===== config.mk =====
export PLATFORM = sky130hd
export DESIGN_NAME = obj_line_walker
export DESIGN_NICKNAME = d
export VERILOG_FILES = /design/src/rtl/obj_line_walker.sv
export SDC_FILE = /design/constraint.sdc
export NUM_CORES = 1
export LEC_CHECK = 0
export CAP_MARGIN = 20
export CORE_AREA = 4 4 99 101
export DETAILED_ROUTE_END_ITERATION = 8
export DIE_AREA = 0 0 103 105
export DONT_BUFFER_PORTS = 1
export SETUP_SLACK_MARGIN = 0.05
export SYNTH_ARGS = -nofsm -noshare
export SYNTH_HDL_FRONTEND = slang
export SYNTH_SLANG_ARGS = --single-unit

===== constraint.sdc =====
create_clock -name clock -period 4.4 [get_ports clock]
set_input_delay 0.66 -clock clock [delete_from_list [all_inputs] [get_ports clock]]
set_output_delay 0.66 -clock clock [all_outputs]
set_load 0.01 [all_outputs]

===== src/rtl/obj_line_walker.sv =====
// Walks one screen row of a sprite, emitting per-column texel coordinates
// (mosaic quantised in screen space, then flipped) over a valid/ready stream.
module obj_line_walker #(
    parameter int COORD_W = 6,
    parameter int SIZE_W  = 8
) (
    input  logic               clock,
    input  logic               reset_n,
    input  logic               start,
    input  logic [SIZE_W-1:0]  hsize,
    input  logic [SIZE_W-1:0]  vsize,
    input  logic [COORD_W-1:0] row,
    input  logic               hflip,
    input  logic               vflip,
    input  logic               mosaic_en,
    input  logic [3:0]         mosaic_h,
    input  logic [3:0]         mosaic_v,
    output logic               busy,
    output logic               valid,
    input  logic               ready,
    output logic [COORD_W-1:0] tex_x,
    output logic [COORD_W-1:0] tex_y,
    output logic [COORD_W-1:0] scr_x,
    output logic               last
);

    typedef enum logic [1:0] {IDLE, PREP, RUN} state_t;

    state_t             state_q, state_d;
    logic [SIZE_W-1:0]  hsize_q, hsize_d, vsize_q, vsize_d;
    logic [COORD_W-1:0] row_q, row_d, rem_q, rem_d;
    logic [COORD_W-1:0] col_q, col_d, qcol_q, qcol_d;
    logic [3:0]         mcnt_q, mcnt_d, mosaic_h_q, mosaic_h_d, mosaic_v_q, mosaic_v_d;
    logic               hflip_q, hflip_d, vflip_q, vflip_d, mosaic_en_q, mosaic_en_d;
    logic               valid_q, valid_d, last_q, last_d;
    logic [COORD_W-1:0] tex_x_q, tex_x_d, tex_y_q, tex_y_d, scr_x_q, scr_x_d;
    logic [COORD_W-1:0] col_n, qcol_n, qrow_n;

    // Subtraction is done at SIZE_W so s-1 is representable when s == 2^COORD_W.
    function automatic logic [COORD_W-1:0] flip(input logic [COORD_W-1:0] v,
                                                 input logic [SIZE_W-1:0]  s,
                                                 input logic               f);
        logic [SIZE_W-1:0] d;
        d = s - SIZE_W'(1) - SIZE_W'(v);
        flip = f ? d[COORD_W-1:0] : v;
    endfunction

    always_comb begin
        state_d     = state_q;
        hsize_d     = hsize_q;
        vsize_d     = vsize_q;
        row_d       = row_q;
        rem_d       = rem_q;
        col_d       = col_q;
        qcol_d      = qcol_q;
        mcnt_d      = mcnt_q;
        mosaic_h_d  = mosaic_h_q;
        mosaic_v_d  = mosaic_v_q;
        hflip_d     = hflip_q;
        vflip_d     = vflip_q;
        mosaic_en_d = mosaic_en_q;
        valid_d     = valid_q;
        last_d      = last_q;
        tex_x_d     = tex_x_q;
        tex_y_d     = tex_y_q;
        scr_x_d     = scr_x_q;
        col_n       = col_q + COORD_W'(1);
        qcol_n      = qcol_q;
        qrow_n      = mosaic_en_q ? (row_q - rem_q) : row_q;

        case (state_q)
            IDLE: begin
                if (start && hsize != '0) begin
                    hsize_d     = hsize;
                    vsize_d     = vsize;
                    row_d       = row;
                    hflip_d     = hflip;
                    vflip_d     = vflip;
                    mosaic_en_d = mosaic_en;
                    mosaic_h_d  = mosaic_h;
                    mosaic_v_d  = mosaic_v;
                    rem_d       = row;
                    col_d       = '0;
                    mcnt_d      = '0;
                    qcol_d      = '0;
                    state_d     = PREP;
                end
            end
            PREP: begin
                // rem ends as row mod (mosaic_v+1), one block per cycle
                if (mosaic_en_q && SIZE_W'(rem_q) > SIZE_W'(mosaic_v_q)) begin
                    rem_d = rem_q - COORD_W'(mosaic_v_q) - COORD_W'(1);
                end else begin
                    state_d = RUN;
                    valid_d = 1'b1;
                    tex_x_d = flip(COORD_W'(0), hsize_q, hflip_q);
                    tex_y_d = flip(qrow_n, vsize_q, vflip_q);
                    scr_x_d = '0;
                    last_d  = (hsize_q == SIZE_W'(1));
                end
            end
            RUN: begin
                if (ready) begin
                    if (last_q) begin
                        state_d = IDLE;
                        valid_d = 1'b0;
                        last_d  = 1'b0;
                    end else begin
                        if (!mosaic_en_q || mcnt_q == mosaic_h_q) begin
                            mcnt_d = '0;
                            qcol_n = col_n;
                        end else begin
                            mcnt_d = mcnt_q + 4'd1;
                        end
                        col_d   = col_n;
                        qcol_d  = qcol_n;
                        tex_x_d = flip(qcol_n, hsize_q, hflip_q);
                        scr_x_d = col_n;
                        last_d  = (SIZE_W'(col_n) == hsize_q - SIZE_W'(1));
                    end
                end
            end
            default: state_d = IDLE;
        endcase
    end

    always_ff @(posedge clock) begin
        if (!reset_n) begin
            state_q     <= IDLE;
            hsize_q     <= '0;
            vsize_q     <= '0;
            row_q       <= '0;
            rem_q       <= '0;
            col_q       <= '0;
            qcol_q      <= '0;
            mcnt_q      <= '0;
            mosaic_h_q  <= '0;
            mosaic_v_q  <= '0;
            hflip_q     <= 1'b0;
            vflip_q     <= 1'b0;
            mosaic_en_q <= 1'b0;
            valid_q     <= 1'b0;
            last_q      <= 1'b0;
            tex_x_q     <= '0;
            tex_y_q     <= '0;
            scr_x_q     <= '0;
        end else begin
            state_q     <= state_d;
            hsize_q     <= hsize_d;
            vsize_q     <= vsize_d;
            row_q       <= row_d;
            rem_q       <= rem_d;
            col_q       <= col_d;
            qcol_q      <= qcol_d;
            mcnt_q      <= mcnt_d;
            mosaic_h_q  <= mosaic_h_d;
            mosaic_v_q  <= mosaic_v_d;
            hflip_q     <= hflip_d;
            vflip_q     <= vflip_d;
            mosaic_en_q <= mosaic_en_d;
            valid_q     <= valid_d;
            last_q      <= last_d;
            tex_x_q     <= tex_x_d;
            tex_y_q     <= tex_y_d;
            scr_x_q     <= scr_x_d;
        end
    end

    assign busy  = (state_q != IDLE);
    assign valid = valid_q;
    assign last  = last_q;
    assign tex_x = tex_x_q;
    assign tex_y = tex_y_q;
    assign scr_x = scr_x_q;

endmodule

# After elaboration in Yosys (flattened, before gate mapping)
# Index checks and enable logic that the tools add are counted.
# word_totals
rom_bits,0
latchBits,0
mem_bits_rw,0
mem_count,0
reg_bits,75
# classes
div,0
n_bitwise,1
muxes,42
n_mul,0
eq_ne,11
n_reduce_logical,18
n_addsub,9
n_shift,0
order_cmp,1
# ops
op,n
2-to-1 mux 6 bit,19
one-hot mux 6 bit (2 select lines),5
subtractor 6 bit,3
2-to-1 mux 4 bit,4
AND reduction 4 bit,4
"!= test 2 bit, second input constant",6
"subtractor 6 x 1 -> 6 bit, second input constant",2
equality test 6 x 8 -> 1 bit,1
"equality test 8 x 1 -> 1 bit, second input constant",1
2-to-1 mux 2 bit,4
one-hot mux 4 bit (2 select lines),1
nonzero test 2 bit,4
nonzero test 8 bit,1
"subtractor 8 x 1 -> 8 bit, second input constant",1
"adder 6 x 1 -> 6 bit, second input constant",1
greater-than comparator 6 x 4 -> 1 bit,1
2-to-1 mux 1 bit,6
one-hot mux 2 bit (3 select lines),1
AND reduction 3 bit,2
subtractor 6 x 4 -> 6 bit,1
"adder 4 x 1 -> 4 bit, second input constant",1
equality test 4 bit,1
one-hot mux 1 bit (2 select lines),2
AND reduction 2 bit,2
7 further kinds,8

# Logic depth before layout (Yosys ltp)
# Gate-level depths: netlist of run 1.
# depth
word_depth,11
depth_mapped,15

# Worst setup path after synthesis of run 1
# No wires, ideal clock.
# synth_path
path_type,reg2reg
startpoint,reg row_q[0]
endpoint,"reg tex_y_q[5], in the netlist tex_y[5]"
setup_slack_ns,1.331
t_arrival_ns,2.963
stages_incl_launch_ff,15
required_time_ns,4.294
setup_time_ns,0.106
path_cell_list,dfxtp_1 > inv_1 > ha_1 > inv_1 > fa_1 > mux2_2 > inv_1 > ha_1 > a21o_1 > a21oi_1 > inv_1 > a2111oi_0 > o31ai_1 > xor2_1 > o311ai_0
# synth_via
elab_chain_len,4
# synth_rtl
element,line_no,rtl
from (decl),31,"logic [COORD_W-1:0] row_q, row_d, rem_q, rem_d;"
from (signal assigned),151,row_q <= row_d;
subtractor 6 bit,69,qrow_n = mosaic_en_q ? (row_q - rem_q) : row_q;
2-to-1 mux 6 bit (*),69,
subtractor 6 bit,44,d = s - SIZE_W'(1) - SIZE_W'(v);
2-to-1 mux 6 bit (*),45,flip = f ? d[COORD_W-1:0] : v;
to (signal assigned),164,tex_y_q <= tex_y_d;
to (decl),36,"logic [COORD_W-1:0] tex_x_q, tex_x_d, tex_y_q, tex_y_d, scr_x_q, scr_x_d;"
# Mark *: on every way between the ends. The rest lies on a longest branch, timed or not.
# A chain may end at the register's enable or synchronous reset.

# Worst setup path in the final report of run 1
# layout_path
startpoint,reg rem_q[0]
endpoint,"reg tex_y_q[5], in the netlist tex_y[5]"
# layout_via
elab_chain_len,4
elab_cells_between_ends,8
# layout_rtl
element,line_no,rtl
from (decl),31,
from (signal assigned),152,rem_q <= rem_d;
subtractor 6 bit or greater-than comparator 6 x 4 -> 1 bit (tied branches),"69, 91",
2-to-1 mux 6 bit or logical AND 1 bit (tied branches),"69, 91",
subtractor 6 bit or NOT 1 bit (tied branches),--,
2-to-1 mux 6 bit or AND reduction 2 bit (tied branches),--,
# Several ways; a longest one is shown, not always the timed one.

==> metrics.md, run 1 <==
| Metric | Value |
|---|---|
| Most used cell, CP | inv_1 |
| Worst Hold Launch | reset_n |
| Final setup vio count | 0 |
| Post-CTS setup buffer count | 0 |
| Overall Global Routing Usage | 0.199 |
| HPWL after detailed placement | roughly 7.5 mm |
| Clock latency on the worst-skew pair | between 0.3 and 0.4 ns |
| Delay-heaviest family, CP | compound AO/OA/AOI/OAI gates |
| Met3 usage | 0.0541 |
| Synth area leader | dfxtp_1 |
| Initial core utilization | 0.484 |
| GR Layer Usage met1 | 0.291 |
| RSZ-0062 raised after global routing | false |
| WL final | about 10 mm |
| Global-route wire length before repair | approximately 17 mm |
| Ports | between 50 and 60 |
| Outcome | finished, final reports clean |
| Hold Violations, Final | 0 |
| Worst EP required | 4.64 ns |
| Routed vias | approximately 3800 |
| Synthesis-to-finish area growth | 6.85% |
| Slew margin rel. | 0.358 |
| Worst-path cell chain | ha_1 > inv_1 > fa_1 > mux2_2 > inv_1 > ha_1 > a21o_1 > a21oi_1 > inv_1 > a2111oi_0 > o31ai_1 > xor2_1 > o311ai_0 |
| Post-synth top area share | 0.344 |
| Vias in the first global route | 3553 |
| Total grt overflow | 0 |
| Via-to-Cell Ratio | around 5.6 |
| Clock share of power | 0.339 |
| Core area | ~9000 um2 |
| # fillers | 921 |
| Post-synth ARST share | 0 |
| PostCTS Resize Cnt | 0 |
| Worst r2r src | rem_q[0]$_SDFFE_PN0P_ |
| TritonCTS clock tree | yes |
| Crit path DAT | around 3.7 ns |
| Commonest cells in the netlist | nand2_1, dfxtp_1, a21oi_1 |
| Least-Margin Pin Slew | between 0.9 and 1 ns |
| Cell variety after synth | 52 |
| Post-DR wirelength/cell | about 15 um |
| Skew final | 0.0108 ns |
| Clk root buf | clkbuf_8 |
| Die area | approximately 11000 um2 |
| Post-synthesis net count | 635 |
| Sum of negative setup slack | 0 ns |
| Pleak | around 1.8 nW |
| Antenna Nets Post-Route | 0 |
| Row count | 35 |
| Clock Pin Slew Worst Setup and Hold Paths | roughly 0.080 ns |
| P_sw | 0.000556 W |
| Multi-input logic area | between 2000 and 3000 um2 |
| CP bufs+invs | 3 |
| # port buffers | 0 |
| Synth Flop Type | dfxtp_1 |
| Post-CTS Hold Fix Bufs | 0 |
| Yosys warns | 0 |
| Slowest CP cell | a2111oi_0 |
| Internal | between 0.001 and 0.0015 W |
| Cts bufs inserted | 9 |
| CTS Sinks | 75 |
| Comb pwr share | 0.230 |
| CP Launch Type | flip-flop |
| Hold Slack | roughly 0.42 ns |
| Gpl congestion | around 0.83 |
| Hold path endpoint | tex_y[3]$_SDFFE_PN0P_ |
| Die width | roughly 100 um |
| Switching share of total power | 0.311 |
| Power share of the sequential group | 0.431 |
| CP Max Fanout | 4 |
| Flops & latches, synth | 75 |
| PwrDens | 384 nW/um2 |
| Max-slew violations | 0 |
| Seq. cell area | about 1500 um2 |
| Fin crit share | 0.780 |
| Nets@finish | approximately 620 |
| Met2 usage in global routing | 0.284 |
| Crit-path max cell delay | just over 0.5 ns |
| Number of flops mapped to enable cells by yosys | 0 |
| Peak VDD IR | ~190 uV |
| Synth Area per Inst | 7.60 um2 |
| Max Freq | between 200 and 300 MHz |
| H-tree lvl count | 3 |
| Crit path depth | 13 |
| Largest net degree at the start of global routing | 47 |
| Setup CP Type | flip-flop to flip-flop |
| RR Endpoint | tex_y[5]$_SDFFE_PN0P_ |
| Seq/Total Area, Yosys | 0.344 |
| Largest cells by area after synthesis | dfxtp_1, nand2_1, a21oi_1 |
| Syn Inst Count | approximately 570 |
| Remaining routing DRC violations | 0 |
| Peak-usage layer in the global routing report | met1 |
| Fin crit period | 3.43 ns |
| Drt first pass iters | 4 |
| Most common cell in the netlist | nand2_1 |
| Max-cap violation count | 0 |
| Cells on worst reg2reg path | 13 |
| Layout cells sized above 1 | 0.0582 |
| # diodes | 0 |
| Initial antenna violation count | 0 |
| Max Root-Sink Buffers | 2 |
| Hold Crit Depth | 1 |
| Post-Syn Area | between 4000 and 5000 um2 |
| Hold Crit Class | input pin to flip-flop |
| Drt initial violations | 160 |
| Die Ht | 105 um |
| R2R setup slack | between 0.9 and 1 ns |
| Critical path endpoint category | flip-flop |
==> registers in the layout, summed over array words and instances (netlist names), 2 cells and up <==
| register | count |
|---|---|
| hsize_q | 8 |
| qcol_q | 6 |
| row_q | 6 |
| scr_x | 6 |
| mosaic_v_q | 4 |
| tex_y | 6 |
| vsize_q | 6 |
| mcnt_q | 4 |
| tex_x | 6 |
| mosaic_h_q | 4 |
| rem_q | 6 |
| col_q | 6 |
| state_q | 2 |
==> placed cells by master (no fill, tap or decap), types with 3 or more instances in the layout <==
cell type and count:
a21oi_1 73, nand2b_1 6, nand3_1 10, a21o_1 4, a31oi_1 10, xor2_1 14
nor4_1 6, nor2_1 49, nor3_1 14, mux2_2 4, nor2b_1 10, fa_1 3
and3_1 3, nand3b_1 3, o211ai_1 3, a211oi_1 5, o31ai_1 3, mux2i_1 10
ha_1 21, dfxtp_1 75, xnor2_1 16, or2_2 3, o21ai_0 21, inv_1 25
nor3b_1 3, nand2_1 111, clkbuf_8 11, buf_4 5, and2_1 4
==> stage by stage <==
step                       util  cell area [um2]  setup slack (ns)  std cells  total power [W]
final                     0.517             4660             0.967        678          0.00179
after global routing      0.517             4660             0.609        678          0.00190
after CTS                 0.516             4660             0.987        677          0.00180
after detailed placement  0.491             4430              1.01        661          0.00120
after global placement    0.491             4430              1.08        661          0.00118
after floorplan               -             4360              1.33        574          0.00111
==> worst max path at each step <==
stage                                startpoint               endpoint
after floorplan           row_q[0]$_SDFFE_PN0P_  tex_y[5]$_SDFFE_PN0P_
after global placement    row_q[0]$_SDFFE_PN0P_  tex_y[5]$_SDFFE_PN0P_
after detailed placement  row_q[0]$_SDFFE_PN0P_  tex_y[5]$_SDFFE_PN0P_
after CTS                 row_q[0]$_SDFFE_PN0P_  tex_y[5]$_SDFFE_PN0P_
after global routing      row_q[0]$_SDFFE_PN0P_  tex_y[5]$_SDFFE_PN0P_
final                     rem_q[0]$_SDFFE_PN0P_  tex_y[5]$_SDFFE_PN0P_
==> worst register-to-register path, stage by stage, from the launching register on <==
cell	delay, ns
dfxtp_1	0.40
ha_1	0.19
inv_1	0.05
fa_1	0.41
mux2_2	0.32
inv_1	0.07
ha_1	0.22
a21o_1	0.17
a21oi_1	0.26
inv_1	0.06
a2111oi_0	0.51
o31ai_1	0.17
xor2_1	0.18
o311ai_0	0.31
==> final cells by class <==
class                   count  area share
multi-input cells         444       0.569
inverters                  26      0.0209
clock buffers              12      0.0333
well taps                 111      0.0298
repair buffers              6     0.00913
clock inverters             4      0.0156
flip-flops and latches     75       0.322
==> power by group through the flow <==
stage / Combinational (W) / Clock, W / Sequential (W)
after floorplan: 0.000338 / 0 / 0.000769
after global placement: 0.000398 / 0 / 0.000785
after detailed placement: 0.000410 / 0 / 0.000787
after CTS: 0.000411 / 0.000622 / 0.000771
after global routing: 0.000466 / 0.000653 / 0.000778
final: 0.000412 / 0.000607 / 0.000771
==> metal layers <==
layer | routed length [um] | up-vias | part of all wire
met4 | 102 | 0 | 0.0098
li1 | - | 1960 | -
met1 | 5150 | 1745 | 0.49
met2 | 4430 | 100 | 0.43
met5 | 0 | - | 0
met3 | 724 | 8 | 0.070
==> kinds of logic (layout without fill, tap and decap cells) <==
family          Yosys count  count (layout)  share of synthesized area
compound gates          145             145                      0.202
xor+xnor                 30              30                     0.0602
fa+ha+maj                26              26                     0.0786
buf+inv                  55              48                     0.0482
flops                    75              75                      0.344
mux                      15              15                     0.0367
simple gates            228             228                      0.231
Power figures use the tool's default switching activity.
==> run 2: changes to the inputs <==
Settings changed: PLACE_DENSITY set to 0.66.
Clock period 4.4 ns to 2.83 ns, I/O delays scaled along.
==> run 2 against run 1 <==
The run now ends with negative setup slack left. Via count up 4.0%. Clock power up 41%. Wire length up 5.1%. Sequential power up 56%. Non-clock buffer count up 25. Global-route usage down 0.23 points. Power up 56%. Count of clock-buffer cells in the layout down 1. Clock skew up 0.0011 ns. Combinational power up 81%. Sequential share of layout area down 2.2 points.
==> metrics.md, run 2 (synthesis gave the netlist of run 1 again) <==
| Metric | Value |
|---|---|
| Max Freq | between 300 and 400 MHz |
| Max-cap violation count | 0 |
| Cells on worst reg2reg path | 14 |
| Fin crit period | approximately 2.8 ns |
| TritonCTS clock tree | yes |
| Setup CP Type | flip-flop to flip-flop |
| Row count | 35 |
| Cell area after layout | about 5000 um2 |
| # diodes | 0 |
| Worst EP required | around 3.1 ns |
| Hold Crit Depth | 2 |
| Sum of negative setup slack | -0.0110 ns |
| Clk root buf | clkbuf_8 |
| Die width | 103 um |
| CP Max Fanout | 3 |
| Hold path endpoint | row_q[0]$_SDFFE_PN0P_ |
| # fillers | roughly 830 |
| Core area | around 9000 um2 |
| Seq. cell area | 1510 um2 |
| Total grt overflow | 0 |
| Slowest CP cell | fa_1 |
| Nets@finish | about 650 |
| Max Root-Sink Buffers | 2 |
| Clock Pin Slew Worst Setup and Hold Paths | 0.08 ns |
| Synthesis-to-finish area growth | 15.4% |
| Outcome | complete, but fails checks |
| Skew final | between 0.01 and 0.015 ns |
| Initial antenna violation count | 0 |
| Drt first pass iters | 5 |
| WL final | 10.9 mm |
| Clock latency on the worst-skew pair | around 0.35 ns |
| RSZ-0062 raised after global routing | true |
| Hold Crit Class | input pin to flip-flop |
| H-tree lvl count | 3 |
| Worst Hold Launch | row[0] |
| Die area | about 11000 um2 |
| Routed vias | 3964 |
| RR Endpoint | tex_y[5]$_SDFFE_PN0P_ |
| Overall Global Routing Usage | 0.197 |
| Critical path endpoint category | flip-flop |
| Worst r2r src | row_q[0]$_SDFFE_PN0P_ |
| Drt initial violations | about 200 |
| Layout cells sized above 1 | 0.151 |
| Final WS setup | -0.0110 ns |
| Slew margin rel. | 0.550 |
| Fin crit share | 1.00 |
| Dpl cell area | between 4000 and 5000 um2 |
| HPWL after detailed placement | roughly 7.9 mm |
| Least-Margin Pin Slew | 0.669 ns |
| Vias in the first global route | roughly 3600 |
| CP bufs+invs | 4 |
| CP Launch Type | flip-flop |
| Most flops, register | hsize_q |
| Delay-heaviest family, CP | compound AO/OA/AOI/OAI gates |
| Multi-input logic area | roughly 2800 um2 |
| R2R setup slack | -0.01 ns |
| Most frequent cells in the layout | nand2_1, a21oi_1, dfxtp_1, nor2_1, buf_4 |
| Cts bufs inserted | 9 |
| Antenna Nets Post-Route | 0 |
| Ports | 58 |
| Remaining routing DRC violations | 0 |
| Pleak | 1.94 nW |
| Via-to-Cell Ratio | 5.65 |
| Max reg flops | 8 |
| Worst-path cell chain | inv_2 > ha_4 > inv_2 > fa_1 > mux2_4 > inv_2 > ha_4 > a21o_1 > a21oi_2 > inv_1 > a2111oi_4 > o31ai_2 > xor2_1 > o311ai_1 |
| Crit-path max cell delay | 0.42 ns |
| PwrDens | 555 nW/um2 |
| Most common cell after layout, fill and taps aside | nand2_1 |
| Peak VDD IR | approximately 280 uV |
| # port buffers | 0 |
| Max-slew violations | 0 |
| Failing checks | negative setup slack |
| Global-route wire length before repair | about 17 mm |
| CTS Sinks | 75 |
| Crit path DAT | about 3 ns |
| Most used cell, CP | inv_2 |
| Initial core utilization | 0.484 |
| Die Ht | roughly 110 um |
| Post-DR wirelength/cell | between 15 and 20 um |
| Largest net degree at the start of global routing | 36 |
| Post-CTS Hold Fix Bufs | 0 |
| Hold Violations, Final | 0 |
| Gpl congestion | just under 0.9 |
| Final setup vio count | 1 |
==> run 2: area by class of cell <==
type                       instances  share of cell area
clock buffer                      11              0.0301
clock inverter                     4             0.00994
inverter                          26              0.0194
multi-input combinational        444               0.566
sequential                        75               0.300
tap                              111              0.0276
timing repair buffer              31              0.0470
==> run 2: stage by stage <==
stage	power, W	util	hold WS [ns]	std cells	setup WS (ns)
after floorplan	0.00173	-	0.436	574	0.0497
after global placement	0.00188	0.510	0.447	679	-0.0102
after detailed placement	0.00191	0.510	0.452	679	-0.0731
after CTS	0.00277	0.537	0.182	696	-0.00108
after global routing	0.00296	0.558	0.184	702	-0.145
final	0.00280	0.558	0.192	702	-0.0110
==> run 2: worst max path at each step <==
stage                                from               endpoint  slack [ns]  cells past startpoint
4_1_cts             row_q[0]$_SDFFE_PN0P_  tex_y[5]$_SDFFE_PN0P_      -0.001                     14
6_report            row_q[0]$_SDFFE_PN0P_  tex_y[5]$_SDFFE_PN0P_       -0.01                     14
3_3_place_gp        row_q[0]$_SDFFE_PN0P_  tex_y[5]$_SDFFE_PN0P_       -0.01                     14
2_1_floorplan  mosaic_h_q[3]$_SDFFE_PN0P_  tex_x[3]$_SDFFE_PN0P_        0.05                     11
3_5_place_dp        row_q[0]$_SDFFE_PN0P_  tex_y[5]$_SDFFE_PN0P_       -0.07                     14
5_1_grt             row_q[0]$_SDFFE_PN0P_  tex_y[5]$_SDFFE_PN0P_       -0.14                     14
==> run 2: power by group <==
| group | internal [W] | leakage [nW] | switching, W |
|---|---|---|---|
| Sequential | 0.00112 | 0.615 | 0.0000761 |
| Clock | 0.000449 | 0.0974 | 0.000408 |
| Combinational | 0.000316 | 1.22 | 0.000429 |
| Total | 0.00188 | 1.94 | 0.000913 |
==> run 2: routing by layer <==
| layer | part of all wire | up-vias | wire length (um) | global-route usage |
|---|---|---|---|---|
| met5 | 0 | - | 0 | 0 |
| met4 | 0.0068 | 0 | 74 | 0.0500 |
| met3 | 0.080 | 6 | 870 | 0.0561 |
| met2 | 0.44 | 112 | 4860 | 0.290 |
| met1 | 0.47 | 1841 | 5130 | 0.280 |
| li1 | - | 2005 | - | - |
==> run 2: repair_timing <==
item | 4_1_cts | 5_1_grt
pin swaps | 1 | 13
endpoints found under the setup margin | 2 | 7
resized for setup | 9 | 26
buffers inserted | 2 | 6
==> run 3: changes to the inputs <==
Clock period 2.83 ns to 2.4 ns, I/O delays scaled along.
==> run 3 against run 2 <==
The run still ends with negative setup slack left. Critical path depth is the same. Hold slack lost 0.064 ns. First-iteration DRC count shrank 12%. Non-clock buffer count grew 41. Maximum frequency shrank 4.4%. Clock skew shrank 0.0047 ns. Register-to-register slack lost 0.56 ns. Sequential cell count is the same. Cell area grew 8.6%. Power grew 24%. Critical endpoint unchanged. Highest routed layer unchanged.
==> metrics.md, run 3 (synthesis gave the netlist of run 1 again) <==
| Metric | Value |
|---|---|
| PwrDens | 634 nW/um2 |
| Hold path endpoint | row_q[0]$_SDFFE_PN0P_ |
| Overall Global Routing Usage | 0.221 |
| Worst Hold Launch | row[0] |
| Outcome | complete, but fails checks |
| Layout cells sized above 1 | 0.239 |
| Final WS setup | -0.572 ns |
| Hold Crit Depth | 2 |
| Post-DR wirelength/cell | around 16 um |
| RSZ-0062 raised after global routing | true |
| # diodes | 0 |
| Hold Crit Class | input pin to flip-flop |
| Nets@finish | between 600 and 700 |
| Max reg flops | 8 |
| Dpl ws | -0.521 ns |
| Via-to-Cell Ratio | between 5 and 6 |
| Worst r2r src | row_q[0]$_SDFFE_PN0P_ |
| Hold Slack | between 0.1 and 0.15 ns |
| Ports | between 50 and 60 |
| CTS Sinks | between 70 and 80 |
| Max Freq | roughly 340 MHz |
| Vias in the first global route | a little under 4000 |
| Clock latency on the worst-skew pair | 0.36 ns |
| Post-Layout Cell Count | between 700 and 800 |
| R2R setup slack | -0.57 ns |
| Peak VDD IR | 332 uV |
| Most flops, register | hsize_q |
| Initial antenna violation count | 0 |
| Pleak | 2.17 nW |
| Core area | about 9000 um2 |
| Die Ht | roughly 110 um |
| Gpl congestion | between 0.9 and 1 |
| Hold Violations, Final | 0 |
| Least-Margin Pin Slew | about 0.56 ns |
| Routed vias | 4144 |
| Initial core utilization | 0.484 |
| # port buffers | 0 |
| Final setup vio count | 10 |
| Total grt overflow | 0 |
| Remaining routing DRC violations | 0 |
| Fin crit period | a little under 3 ns |
| Skew final | ~0.0072 ns |
| Cts bufs inserted | 9 |
| CP Max Fanout | 3 |
| Most common cell after layout, fill and taps aside | nand2_1 |
| Largest net degree at the start of global routing | 46 |
| Drt first pass iters | 4 |
| H-tree lvl count | 3 |
| Clock Pin Slew Worst Setup and Hold Paths | approximately 0.080 ns |
| HPWL after detailed placement | between 8 and 9 mm |
| RR Endpoint | tex_y[5]$_SDFFE_PN0P_ |
| Crit path DAT | 3.22 ns |
| Critical path endpoint category | flip-flop |
| Max Root-Sink Buffers | 2 |
| WL final | 11.6 mm |
| DP Cell Count | just over 700 |
| CP Launch Type | flip-flop |
| Cells on worst reg2reg path | 14 |
| Fin crit share | 1.24 |
| Die width | approximately 100 um |
| Worst EP required | 2.65 ns |
| Synthesis-to-finish area growth | 25.4% |
| Clk root buf | clkbuf_8 |
| Max-cap violation count | 0 |
| Antenna Nets Post-Route | 0 |
| Setup CP Type | flip-flop to flip-flop |
| TritonCTS clock tree | yes |
| Die area | between 10000 and 15000 um2 |
| Slew margin rel. | 0.628 |
| Drt initial violations | between 150 and 200 |
| Max-slew violations | 0 |
| Row count | 35 |
| Failing checks | negative setup slack |
| Most frequent cells in the layout | nand2_1, dfxtp_1, a21oi_1, buf_4, nor2_1 |
| Global-route wire length before repair | between 15 and 20 mm |
## run 3: repair_timing
| action | 4_1_cts | 5_1_grt |
|---|---|---|
| buffers inserted | 7 | 5 |
| cloned | 0 | 1 |
| hold buffers | 0 | 0 |
| gates resized for setup | 27 | 29 |
| pin swaps | 22 | 16 |
| setup endpoints to repair | 16 | 28 |
## run 3: how the worst max path moves through the flow
stage                     slack [ns]               endpoint                        from  cells past startpoint
after global routing           -0.68  tex_y[5]$_SDFFE_PN0P_       row_q[0]$_SDFFE_PN0P_                     14
final                          -0.57  tex_y[5]$_SDFFE_PN0P_       row_q[0]$_SDFFE_PN0P_                     14
after global placement         -0.35  tex_y[5]$_SDFFE_PN0P_       row_q[0]$_SDFFE_PN0P_                     14
after detailed placement       -0.52  tex_y[5]$_SDFFE_PN0P_       row_q[0]$_SDFFE_PN0P_                     14
after floorplan                -0.38  tex_x[3]$_SDFFE_PN0P_  mosaic_h_q[3]$_SDFFE_PN0P_                     11
after CTS                      -0.51  tex_y[5]$_SDFFE_PN0P_       row_q[0]$_SDFFE_PN0P_                     14
## run 3: power by group
group	internal, W	total (W)	leakage, nW	switching, W
Sequential	0.00132	0.00141	0.615	0.0000904
Combinational	0.000500	0.00106	1.45	0.000556
Clock	0.000532	0.00100	0.0995	0.000469
Total	0.00235	0.00347	2.17	0.00112
## run 3: layout make-up
type	instances	area, um2
well taps	111	139
flip-flops and latches	75	1510
clock inverters	2	35.0
clock buffers	13	159
multi-input cells	444	2940
repair buffers	72	591
inverters	26	100
fillers	807	3550
## run 3: metal layers
metal | part of all wire | vias to the layer above | routed length (um) | global-route usage
met2 | 0.45 | 121 | 5200 | 0.329
li1 | - | 2090 | - | -
met5 | 0 | - | 0 | 0
met4 | 0.015 | 0 | 170 | 0.0703
met1 | 0.47 | 1917 | 5470 | 0.310
met3 | 0.067 | 16 | 780 | 0.0547
## run 3: critical path, stage by stage (launching register included)
cell and delay, ns:
dfxtp_2 0.34, inv_2 0.04, ha_4 0.15, inv_2 0.05
fa_2 0.42, mux2_4 0.28, inv_2 0.07, ha_4 0.18
a21o_1 0.16, a21oi_2 0.17, inv_1 0.09, a2111oi_4 0.34
o31ai_2 0.11, xor2_1 0.16, o311ai_1 0.31
## run 3: stage by stage
step / util / TNS, ns / instance area [um2] / power (W)
final: 0.607 / -2.27 / 5470 / 0.00347
after detailed placement: 0.548 / -1.98 / 4940 / 0.00236
after floorplan: - / -1.57 / 4420 / 0.00205
after global placement: 0.548 / -1.41 / 4940 / 0.00234
after CTS: 0.587 / -1.93 / 5300 / 0.00340
after global routing: 0.607 / -3.59 / 5470 / 0.00368
